**config.mk**
```make
export PLATFORM = sky130hd
export DESIGN_NAME = uc_arbiter_multi_flat
export DESIGN_NICKNAME = d
export VERILOG_FILES = /design/src/rtl/uc_arbiter_multi_if.sv /design/src/rtl/uc_arbiter_multi.sv /design/src/flat_wrapper.sv
export SDC_FILE = /design/constraint.sdc
export NUM_CORES = 1
export LEC_CHECK = 0
export CAP_MARGIN = 20
export CORE_MARGIN = 10
export CORE_UTILIZATION = 60
export CTS_CLUSTER_DIAMETER = 80
export CTS_CLUSTER_SIZE = 20
export DETAILED_ROUTE_END_ITERATION = 12
export PLACE_DENSITY_LB_ADDON = 0.12
export RECOVER_POWER = 25
export SYNTH_ARGS = -nofsm -noshare
export SYNTH_HDL_FRONTEND = slang
export SYNTH_SLANG_ARGS = --single-unit
```
**constraint.sdc**
```tcl
create_clock -name clk -period 10.4 [get_ports clk]
set_input_delay 1.04 -clock clk [delete_from_list [all_inputs] [get_ports clk]]
set_output_delay 1.04 -clock clk [all_outputs]
set_load 0.02 [all_outputs]
```
**src/rtl/uc_arbiter_multi_if.sv**
```systemverilog
// ============================================================================
//  Module      : uc_arbiter_multi_if
//  Description : Literal handshake bundle between the unit-clause arbiter and
//                its sources/sinks: memory preload, per-engine UCQ_in heads
//                (FWFT), per-engine UCQ_out full flags, and the broadcast push.
//  Ports       : mem2uca/_valid/_done  preload literal stream
//                eng2uca_lit/_empty    packed UCQ_in heads and empty flags
//                eng2uca_full          UCQ_out full flags
//                uca2eng_pop           one-hot UCQ_in pop
//                uca2eng_push/_lit     broadcast push to every UCQ_out
//  Revision    : 1.0 - initial release
// ============================================================================
`default_nettype none

interface uc_arbiter_multi_if #(
  parameter int NUM_ENG = 4,
  parameter int LIT_W   = 8
);
  logic [LIT_W-1:0]         mem2uca;
  logic                     mem2uca_valid;
  logic                     mem2uca_done;
  logic [NUM_ENG*LIT_W-1:0] eng2uca_lit;
  logic [NUM_ENG-1:0]       eng2uca_empty;
  logic [NUM_ENG-1:0]       eng2uca_full;
  logic [NUM_ENG-1:0]       uca2eng_pop;
  logic                     uca2eng_push;
  logic [LIT_W-1:0]         uca2eng_lit;

  // Environment side: memory preload and engine queues.
  modport master (
    output mem2uca, mem2uca_valid, mem2uca_done,
    output eng2uca_lit, eng2uca_empty, eng2uca_full,
    input  uca2eng_pop, uca2eng_push, uca2eng_lit
  );

  // Arbiter side.
  modport slave (
    input  mem2uca, mem2uca_valid, mem2uca_done,
    input  eng2uca_lit, eng2uca_empty, eng2uca_full,
    output uca2eng_pop, uca2eng_push, uca2eng_lit
  );
endinterface

`default_nettype wire

```
**src/rtl/uc_arbiter_multi.sv**
```systemverilog
// ============================================================================
//  Module      : uc_arbiter_multi
//  Description : Unit-clause arbiter fused with the assignment trail. Merges
//                preload and round-robin engine literals, tracks per-variable
//                assignments, flags conflicts, pushes new assignments onto a
//                trail stack and broadcasts them to every engine.
//  Ports       : clk, rst               clock, async active-high reset
//                halt_i                 freeze arbitration while in RUN
//                clear_conflict_i       leave CONFLICT
//                bus                    literal handshake (slave modport)
//                mstack_pop_i           pop trail top (unassigns its variable)
//                mstack_lit_o           trail top literal, 0 when empty
//                mstack_empty_o/full_o  trail status
//                conflict_o/_lit_o      sticky conflict flag and culprit
//                state_o                FSM state (LOAD/RUN/HALTED/CONFLICT)
//  Revision    : 1.0 - initial release
// ============================================================================
`default_nettype none

module uc_arbiter_multi #(
  parameter int NUM_ENG     = 4,
  parameter int LIT_W       = 8,
  parameter int STACK_DEPTH = 64
) (
  input  logic             clk,
  input  logic             rst,
  input  logic             halt_i,
  input  logic             clear_conflict_i,
  uc_arbiter_multi_if.slave bus,
  input  logic             mstack_pop_i,
  output logic [LIT_W-1:0] mstack_lit_o,
  output logic             mstack_empty_o,
  output logic             mstack_full_o,
  output logic             conflict_o,
  output logic [LIT_W-1:0] conflict_lit_o,
  output logic [1:0]       state_o
);

  localparam int VARS  = 1 << (LIT_W - 1);
  localparam int PTR_W = (NUM_ENG > 1) ? $clog2(NUM_ENG) : 1;
  localparam int AW    = $clog2(STACK_DEPTH);
  localparam int SP_W  = AW + 1;

  typedef enum logic [1:0] {
    S_LOAD     = 2'd0,
    S_RUN      = 2'd1,
    S_HALTED   = 2'd2,
    S_CONFLICT = 2'd3
  } state_t;

  state_t             state_q, state_d;
  logic [PTR_W-1:0]   rr_ptr_q, rr_ptr_d;
  logic [SP_W-1:0]    sp_q;
  logic [VARS-1:0]    assigned_q;
  logic [VARS-1:0]    val_q;
  logic               conflict_q;
  logic [LIT_W-1:0]   conflict_lit_q;
  logic [LIT_W-1:0]   stack_q [STACK_DEPTH];

  logic               stall;
  logic               cand_valid;
  logic [LIT_W-1:0]   cand_lit;
  logic [LIT_W-2:0]   cand_var;
  logic               cand_neg;
  logic [NUM_ENG-1:0] eng_pop;
  logic               do_push;
  logic               do_conflict;
  logic               grant_found;
  int                 grant_idx;
  int                 scan_idx;
  int                 next_ptr;

  logic [AW-1:0]      top_idx;
  logic [LIT_W-1:0]   top_lit;
  logic [LIT_W-2:0]   top_var;

  // Trail top view; top_idx wraps harmlessly when sp==0 since the output is masked.
  assign top_idx        = AW'(sp_q - SP_W'(1));
  assign top_lit        = stack_q[top_idx];
  assign top_var        = top_lit[LIT_W-1:1];
  assign mstack_empty_o = (sp_q == '0);
  assign mstack_full_o  = (sp_q == SP_W'(STACK_DEPTH));
  assign mstack_lit_o   = mstack_empty_o ? '0 : top_lit;

  // A pending trail pop owns the cycle; full downstream or full trail also blocks.
  assign stall = (|bus.eng2uca_full) | mstack_full_o | mstack_pop_i;

  assign cand_var = cand_lit[LIT_W-1:1];
  assign cand_neg = cand_lit[0];

  always_comb begin
    state_d     = state_q;
    rr_ptr_d    = rr_ptr_q;
    cand_valid  = 1'b0;
    cand_lit    = '0;
    eng_pop     = '0;
    grant_found = 1'b0;
    grant_idx   = 0;
    scan_idx    = 0;
    next_ptr    = 0;

    case (state_q)
      S_LOAD: begin
        if (bus.mem2uca_valid && !stall) begin
          cand_valid = 1'b1;
          cand_lit   = bus.mem2uca;
        end
        if (bus.mem2uca_done) state_d = S_RUN;
      end
      S_RUN: begin
        if (halt_i) begin
          state_d = S_HALTED;
        end else if (!stall) begin
          // First non-empty engine at or after rr_ptr, wrapping.
          for (int k = 0; k < NUM_ENG; k++) begin
            scan_idx = int'(rr_ptr_q) + k;
            if (scan_idx >= NUM_ENG) scan_idx = scan_idx - NUM_ENG;
            if (!grant_found && !bus.eng2uca_empty[scan_idx]) begin
              grant_found = 1'b1;
              grant_idx   = scan_idx;
            end
          end
          if (grant_found) begin
            cand_valid          = 1'b1;
            cand_lit            = bus.eng2uca_lit[grant_idx*LIT_W +: LIT_W];
            eng_pop[grant_idx]  = 1'b1;
            next_ptr            = grant_idx + 1;
            if (next_ptr >= NUM_ENG) next_ptr = 0;
            rr_ptr_d            = PTR_W'(next_ptr);
          end
        end
      end
      S_HALTED: begin
        if (!halt_i) state_d = S_RUN;
      end
      default: begin
        if (clear_conflict_i) state_d = S_RUN;
      end
    endcase

    // Decision against the table as of this cycle; updates land at the edge.
    do_push     = 1'b0;
    do_conflict = 1'b0;
    if (cand_valid && (cand_var != '0)) begin
      if (!assigned_q[cand_var])            do_push     = 1'b1;
      else if (val_q[cand_var] == cand_neg) do_conflict = 1'b1;
    end
    if (do_conflict) state_d = S_CONFLICT;
  end

  assign bus.uca2eng_pop  = eng_pop;
  assign bus.uca2eng_push = do_push;
  assign bus.uca2eng_lit  = do_push ? cand_lit : '0;

  always_ff @(posedge clk or posedge rst) begin
    if (rst) begin
      state_q        <= S_LOAD;
      rr_ptr_q       <= '0;
      sp_q           <= '0;
      assigned_q     <= '0;
      val_q          <= '0;
      conflict_q     <= 1'b0;
      conflict_lit_q <= '0;
    end else begin
      state_q  <= state_d;
      rr_ptr_q <= rr_ptr_d;
      // Pop and push are mutually exclusive because a pop stalls arbitration.
      if (mstack_pop_i && !mstack_empty_o) begin
        sp_q                <= sp_q - SP_W'(1);
        assigned_q[top_var] <= 1'b0;
      end else if (do_push) begin
        sp_q                 <= sp_q + SP_W'(1);
        assigned_q[cand_var] <= 1'b1;
        val_q[cand_var]      <= ~cand_neg;
      end
      if (do_conflict) begin
        conflict_q     <= 1'b1;
        conflict_lit_q <= cand_lit;
      end else if (state_q == S_CONFLICT && clear_conflict_i) begin
        conflict_q     <= 1'b0;
        conflict_lit_q <= '0;
      end
    end
  end

  // Trail storage needs no reset: entries above sp are never observed.
  always_ff @(posedge clk) begin
    if (do_push) stack_q[sp_q[AW-1:0]] <= cand_lit;
  end

  assign conflict_o     = conflict_q;
  assign conflict_lit_o = conflict_lit_q;
  assign state_o        = state_q;

endmodule

`default_nettype wire

```
**src/flat_wrapper.sv**
```systemverilog
// flat-port wrapper written by rule: the top's interface ports become plain ports
module uc_arbiter_multi_flat 
#(
  parameter int NUM_ENG     = 4,
  parameter int LIT_W       = 8,
  parameter int STACK_DEPTH = 64
)
  (clk, rst, halt_i, clear_conflict_i, mstack_pop_i, mstack_lit_o, mstack_empty_o, mstack_full_o, conflict_o, conflict_lit_o, state_o, bus_mem2uca, bus_mem2uca_valid, bus_mem2uca_done, bus_eng2uca_lit, bus_eng2uca_empty, bus_eng2uca_full, bus_uca2eng_pop, bus_uca2eng_push, bus_uca2eng_lit);
  uc_arbiter_multi_if #(.NUM_ENG(NUM_ENG), .LIT_W(LIT_W)) bus_i ();
  input  logic clk;
  input  logic rst;
  input  logic halt_i;
  input  logic clear_conflict_i;
  input  logic mstack_pop_i;
  output logic [LIT_W-1:0] mstack_lit_o;
  output logic mstack_empty_o;
  output logic mstack_full_o;
  output logic conflict_o;
  output logic [LIT_W-1:0] conflict_lit_o;
  output logic [1:0] state_o;
  input wire logic [$bits(bus_i.mem2uca)-1:0] bus_mem2uca;
  input wire logic [$bits(bus_i.mem2uca_valid)-1:0] bus_mem2uca_valid;
  input wire logic [$bits(bus_i.mem2uca_done)-1:0] bus_mem2uca_done;
  input wire logic [$bits(bus_i.eng2uca_lit)-1:0] bus_eng2uca_lit;
  input wire logic [$bits(bus_i.eng2uca_empty)-1:0] bus_eng2uca_empty;
  input wire logic [$bits(bus_i.eng2uca_full)-1:0] bus_eng2uca_full;
  output wire logic [$bits(bus_i.uca2eng_pop)-1:0] bus_uca2eng_pop;
  output wire logic [$bits(bus_i.uca2eng_push)-1:0] bus_uca2eng_push;
  output wire logic [$bits(bus_i.uca2eng_lit)-1:0] bus_uca2eng_lit;
  assign bus_i.mem2uca = bus_mem2uca;
  assign bus_i.mem2uca_valid = bus_mem2uca_valid;
  assign bus_i.mem2uca_done = bus_mem2uca_done;
  assign bus_i.eng2uca_lit = bus_eng2uca_lit;
  assign bus_i.eng2uca_empty = bus_eng2uca_empty;
  assign bus_i.eng2uca_full = bus_eng2uca_full;
  assign bus_uca2eng_pop = bus_i.uca2eng_pop;
  assign bus_uca2eng_push = bus_i.uca2eng_push;
  assign bus_uca2eng_lit = bus_i.uca2eng_lit;
  uc_arbiter_multi #(.NUM_ENG(NUM_ENG), .LIT_W(LIT_W), .STACK_DEPTH(STACK_DEPTH)) u_core (.clk(clk), .rst(rst), .halt_i(halt_i), .clear_conflict_i(clear_conflict_i), .bus(bus_i), .mstack_pop_i(mstack_pop_i), .mstack_lit_o(mstack_lit_o), .mstack_empty_o(mstack_empty_o), .mstack_full_o(mstack_full_o), .conflict_o(conflict_o), .conflict_lit_o(conflict_lit_o), .state_o(state_o));
endmodule
```
==> flow_summary.json, run 1 <==
{
  "status": "complete, but fails checks",
  "violations": "max-capacitance violations, max-slew violations",
  "r2r_setup_slack_ns": 1.86,
  "drt_iter0_markers": 3002,
  "grt_pass1_wl_um": 146000,
  "vias_per_cell": 6.85,
  "syn_nets": 2603,
  "r2r_start": "u_core.rr_ptr_q[0]$_DFFE_PP0P_",
  "dieArea_um2": 69100,
  "clock_skew_ns": 0.0270,
  "critical_path_required_ns": 9.36,
  "busiest_layer": "met2",
  "clk_latency_ns": 0.63,
  "rsz0062_at_grt": "no",
  "ys.flop_type": "edfxtp_1",
  "synth.distinct_cells": 91,
  "maxCapViolCount": 4,
  "placement_rows": 88,
  "wirelength_um": 96000,
  "path_class": "reg -> out",
  "cp_max_fo": 76,
  "antenna_found_initial": 6,
  "gr-total-overflow": 0,
  "path_clk_slew_ns": 0.08,
  "fin_tns_setup_ns": 0,
  "synthCells": 2526,
  "gr-usage-met3": 0.0527,
  "ctsResizeCount": 0,
  "final_net_count": 2637,
  "crit_path_start_kind": "flip-flop",
  "grt_max_degree": 103,
  "hold_end": "u_core.val_q[0]$_DFFE_PP0P_",
  "synth_area_per_cell_um2": 14.0,
  "async_flop_share": 0.350,
  "reg2reg_depth": 17,
  "start_util": 0.610,
  "ioPinCount": 89,
  "endpoint_kind": "output port",
  "cts_made_buffers": 46,
  "arrival_ns": 8.33,
  "vdd_drop_max_v": 0.000214,
  "cts_buffer_depth": 3,
  "max_slew_margin": -2.21,
  "drc": 0,
  "hp-class": "reg -> reg",
  "grt_usage": 0.273,
  "grt_pass1_vias": 22900,
  "period_share": 0.901,
  "netlist_top_cells_area": "edfxtp_1 43%, dfrtp_1 20%, mux4_2 11%",
  "synth_top_area_frac": 0.434,
  "cts-root-buf": "clkbuf_16",
  "core_region_area_um2": 58000,
  "maxSlewViolCount": 269,
  "wire_per_inst_um": 28.7,
  "clock-sinks": 788,
  "syn2layout_area_growth_pct": 8.45,
  "netlist_area_um2": 35400,
  "htreeDepth": 2,
  "synth_edf_count": 512,
  "rr_endpoint": "u_core.stack_q[59][0]$_DFFE_PP_",
  "cts_setup_buffers": 0,
  "ant_nets": 0,
  "power_leakage_uw": 0.0144,
  "period_minus_slack_ns": 9.37,
  "fmax_ghz": 0.107,
  "grtUsageMet1": 0.362,
  "die_x_um": 263,
  "die_height_um": 263,
  "synth_largest_area_cell": "edfxtp_1",
  "place_congestion": 0.927,
  "dp_hpwl_um": 61700,
  "portBuffers": 88,
  "synth_seq_cells": 788,
  "gr-usage-met2": 0.440,
  "drive_gt1_frac": 0.161,
  "holdCritStartpoint": "u_core.val_q[0]$_DFFE_PP0P_",
  "setup_viol": 0,
  "via_count": 22900,
  "tightest_slew_ns": 4.78,
  "cts_tree": "done",
  "finalHoldViolCount": 0,
  "synth-seq-area-share": 0.629,
  "holdBufCountCts": 0,
  "first_pass_iters": 6,
  "power.density_nw_per_um2": 214,
  "holdPathStages": 0,
  "fin_util": 0.662,
  "total_power_uw": 8230,
  "yosysWarnings": 0
}
==> state kept, by name, summed over array words and instances, names as in the netlist <==
| register | cells |
|---|---|
| u_core.sp_q | 7 |
| u_core.stack_q | 512 |
| u_core.conflict_o | 1 |
| u_core.conflict_lit_o | 8 |
| u_core.state_o | 2 |
| u_core.rr_ptr_q | 2 |
| u_core.val_q | 128 |
| u_core.assigned_q | 128 |
==> power breakdown <==
group	switching [uW]	leakage [uW]	internal (uW)	total [uW]
logic	1790	0.00522	1080	2880
clock network	1020	0.000656	876	1900
registers	117	0.00851	3340	3450
==> synthesized netlist by cell type, drive strengths merged (22+ instances only) <==
cell type and n:
inv 34, ha 22, o21ai 188, nor2 116, clkbuf 84, nand3 210, a21oi 30, buf 72
nor3 28, mux2 142, mux2i 55, edfxtp 512, nand4 37, mux4 169, dfrtp 276, nand2 320
==> worst max-delay path, cell delays in order (launching register included) <==
cell and delay [ns]:
dfrtp_1 0.97, inv_1 0.34, ha_1 0.49, mux4_2 0.58, or3b_1 0.36, a21oi_1 0.65
and3b_1 0.49, a21oi_1 0.37, inv_4 0.34, nor2_1 0.44, a32oi_1 0.17, and3_1 0.25
nor4_1 0.41, o21ai_2 0.30, buf_4 0.26, nor3_1 0.51, clkdlybuf4s50_1 0.72
==> worst max-delay path by stage <==
stage	startpoint	end	slack (ns)	depth (start not counted)
final	u_core.rr_ptr_q[0]$_DFFE_PP0P_	bus_uca2eng_lit[0]	1.03	16
after global routing	u_core.rr_ptr_q[0]$_DFFE_PP0P_	bus_uca2eng_lit[0]	0.56	16
after CTS	u_core.rr_ptr_q[0]$_DFFE_PP0P_	bus_uca2eng_lit[0]	1.56	15
after detailed placement	mstack_pop_i	bus_uca2eng_lit[0]	1.99	17
after global placement	bus_eng2uca_full[2]	bus_uca2eng_lit[0]	2.11	17
after floorplan	rst	u_core.assigned_q[0]$_DFFE_PP0P_	1.75	1
==> metrics by stage <==
| step | cells | instance area, um2 | setup WS, ns | hold slack [ns] |
|---|---|---|---|---|
| after floorplan | 2526 | 35400 | 1.75 | 0.429 |
| after global placement | 3273 | 37000 | 2.11 | 0.373 |
| after detailed placement | 3275 | 37100 | 1.99 | 0.376 |
| after CTS | 3346 | 38400 | 1.56 | 0.396 |
| after global routing | 3349 | 38400 | 0.561 | 0.398 |
| final | 3350 | 38400 | 1.03 | 0.388 |
==> cell type report <==
class / instances / area [um2]
inverter: 35 / 141
clock inverter: 7 / 118
antenna: 2 / 5.00
sequential: 788 / 22300
fill: 4103 / 19600
multi-input combinational: 1547 / 12300
tap: 765 / 957
clock buffer: 64 / 1250
timing repair buffer: 142 / 1310
==> placed cells by master (no fill, tap or decap), types with 6 or more instances in the layout <==
master,n
dlygate4sd3_1,13
mux2_2,97
nor3_1,22
o211ai_1,8
clkdlybuf4s50_1,75
a21oi_1,30
clkbuf_1,18
a32oi_1,8
and2_1,10
ha_1,22
nand2b_1,9
o31ai_1,13
o21ai_0,174
edfxtp_1,512
a311oi_1,11
mux4_2,169
a211oi_1,13
nand3_1,210
inv_1,25
nand2_1,320
o21ai_1,12
buf_4,46
a31oi_1,9
and3_1,21
clkbuf_16,47
nand4_1,35
mux2_1,45
nor2b_1,11
nor3_2,6
or3_1,10
dfrtp_1,275
mux2i_1,54
nor2_1,114
==> layer usage <==
layer	part of all wire	vias up
li1	-	9718
met1	0.39	11700
met2	0.49	1223
met3	0.086	266
met4	0.043	6
met5	0.00057	-
==> cell families (layout without fill, tap and decap cells) <==
group,Yosys count,after routing,synth area share
simple gates,800,800,0.105
flops,788,788,0.629
mux,366,366,0.168
compound gates,349,349,0.0637
buf+inv,191,248,0.0235
fa+ha+maj,22,22,0.00778
xor+xnor,10,10,0.00247
other cells,0,2,0
Power figures use the tool's default switching activity.
==> run 2, diff against run 1 <==
CTS_CLUSTER_SIZE = 30   (was 20)
PLACE_DENSITY = 0.78   (was unset)
PLACE_DENSITY_LB_ADDON = unset   (was 0.12)
==> run 2 against run 1 <==
Effect of this change:
- the run still ends with max-capacitance violations, max-slew violations left
- utilization shrank 0.13 points
- non-clock buffer count grew 2
- via count grew 1.6%
- routed wire length grew 0.46%
- register-to-register slack lost 0.56 ns
- sequential power is essentially flat
- sequential cell count is the same
- design area shrank 0.20%
- critical endpoint unchanged
- largest power group unchanged
==> flow_summary.json, run 2 (synthesis gave the netlist of run 1 again) <==
{
  "status": "complete, but fails checks",
  "violations": "max-capacitance violations, max-slew violations",
  "grt_usage": 0.273,
  "worstSetupEndpoint": "bus_uca2eng_lit[0]",
  "r2r_start": "u_core.rr_ptr_q[0]$_DFFE_PP0P_",
  "cts_made_buffers": 37,
  "via_count": 23300,
  "placement_rows": 88,
  "antenna_found_initial": 1,
  "period_minus_slack_ns": 9.73,
  "crit_start": "u_core.rr_ptr_q[0]$_DFFE_PP0P_",
  "first_pass_iters": 8,
  "finalHoldViolCount": 0,
  "grt_pass1_vias": 23400,
  "holdBufCountCts": 0,
  "hp-class": "reg -> reg",
  "gr-total-overflow": 0,
  "path_clk_slew_ns": 0.11,
  "period_share": 0.936,
  "wirelength_um": 96500,
  "place_congestion": 0.954,
  "mostFrequentLayoutCells": "512 x edfxtp_1, 319 x nand2_1, 275 x dfrtp_1",
  "drc": 0,
  "grt_max_degree": 140,
  "fin_tns_setup_ns": 0,
  "die_x_um": 263,
  "cp_max_fo": 113,
  "syn2layout_area_growth_pct": 8.23,
  "vdd_drop_max_v": 0.000199,
  "start_util": 0.610,
  "max_slew_margin": -3.17,
  "fin_cells": 3347,
  "ff_latch_area_um2": 22300,
  "fin_ws_ns": 0.670,
  "portBuffers": 88,
  "ctsResizeCount": 0,
  "cts-root-buf": "clkbuf_16",
  "crit_path_start_kind": "flip-flop",
  "cts_buffer_depth": 3,
  "grt_pass1_wl_um": 146000,
  "num-fill-cells": 3987,
  "ioPinCount": 89,
  "dp.cells": 3272,
  "die_height_um": 263,
  "design_area_um2": 38300,
  "power.density_nw_per_um2": 211,
  "critical_path_required_ns": 9.36,
  "power_leakage_uw": 0.0143,
  "vias_per_cell": 6.96,
  "fmax_ghz": 0.103,
  "rr_endpoint": "u_core.val_q[73]$_DFFE_PP0P_",
  "clock_skew_ns": 0.0531,
  "maxSlewViolCount": 271,
  "final_net_count": 2630,
  "maxCapViolCount": 3,
  "largest_reg_flops": 512,
  "drive_gt1_frac": 0.161,
  "core_region_area_um2": 58000,
  "r2r_setup_slack_ns": 1.30,
  "dp_slack_ns": 1.58,
  "cts_tree": "done",
  "rsz0062_at_grt": "no",
  "insertedDiodeCount": 0,
  "tightest_slew_ns": 6.22,
  "postPlaceCellArea_um2": 37000,
  "arrival_ns": 8.69,
  "endpoint_kind": "output port",
  "total_power_uw": 8090,
  "multi_input_area_um2": 12300,
  "ant_nets": 0,
  "path_class": "reg -> out",
  "clock-sinks": 788,
  "dieArea_um2": 69100,
  "reg2reg_depth": 22,
  "clk_latency_ns": 0.63,
  "setup_viol": 0,
  "wire_per_inst_um": 28.8,
  "cts_setup_buffers": 0,
  "htreeDepth": 2,
  "drt_iter0_markers": 3299,
  "final_common_cell": "edfxtp_1",
  "dp_hpwl_um": 60100
}
-- run 2: changes by cell type in the layout (fill, tap and decap cells not counted), moves of 2 or more --
| cell | change |
|---|---|
| clkinv_2 | +2 |
| clkinv_16 | +2 |
| a21oi_1 | -2 |
| clkbuf_1 | -2 |
| buf_8 | +2 |
| inv_8 | +4 |
| clkbuf_16 | -9 |
| diode_2 | -2 |
| clkinv_1 | +2 |
-- run 2: worst min path at each step --
stage	from	endpoint	slack (ns)	cells after the start
floorplan	u_core.val_q[0]$_DFFE_PP0P_	u_core.val_q[0]$_DFFE_PP0P_	0.43	1
CTS	u_core.val_q[0]$_DFFE_PP0P_	u_core.val_q[0]$_DFFE_PP0P_	0.39	0
global placement	u_core.val_q[0]$_DFFE_PP0P_	u_core.val_q[0]$_DFFE_PP0P_	0.37	0
detailed placement	u_core.val_q[0]$_DFFE_PP0P_	u_core.val_q[0]$_DFFE_PP0P_	0.37	0
finish	u_core.val_q[0]$_DFFE_PP0P_	u_core.val_q[0]$_DFFE_PP0P_	0.40	0
global route	u_core.val_q[0]$_DFFE_PP0P_	u_core.val_q[0]$_DFFE_PP0P_	0.42	0
-- run 2: per-layer routing --
metal / vias up / routed length [um] / track usage
met2: 1564 / 45400 / 0.430
met1: 11700 / 35200 / 0.354
met3: 355 / 10100 / 0.0569
met4: 0 / 5760 / 0.148
met5: - / 0 / 0
li1: 9677 / - / -
-- run 2: layout make-up --
class,instances,share of cell area
Clock buffer,53,0.0265
Clock inverter,15,0.00545
Inverter,35,0.00356
Multi-Input combinational cell,1547,0.322
Sequential cell,788,0.582
Tap cell,765,0.0250
Timing Repair Buffer,144,0.0355
-- run 2: through the flow --
step	utilization	hold WS (ns)
finish	0.660	0.395
global route	0.660	0.418
CTS	0.659	0.394
detailed placement	0.638	0.368
global placement	0.638	0.368
floorplan	-	0.429
-- run 2: report_power, final --
| part | total, uW | internal (uW) | switching [uW] |
|---|---|---|---|
| logic | 2880 | 1070 | 1810 |
| clock network | 1760 | 732 | 1030 |
| registers | 3440 | 3340 | 103 |
-- run 2: worst max-delay path, cell delays in order (launching register included) --
cell             delay (ns)
dfrtp_1                0.98
inv_1                  0.36
ha_1                   0.50
mux4_2                 0.58
nor2b_1                0.26
o21a_1                 0.30
o21ai_1                0.23
nand4_2                0.12
buf_4                  0.29
nand2_4                0.11
clkinvlp_2             0.67
buf_16                 0.54
mux2i_1                0.25
mux2_2                 0.17
o22ai_1                0.15
nor4_1                 0.55
o21ai_1                0.37
buf_4                  0.28
nor3_1                 0.55
clkdlybuf4s50_1        0.75
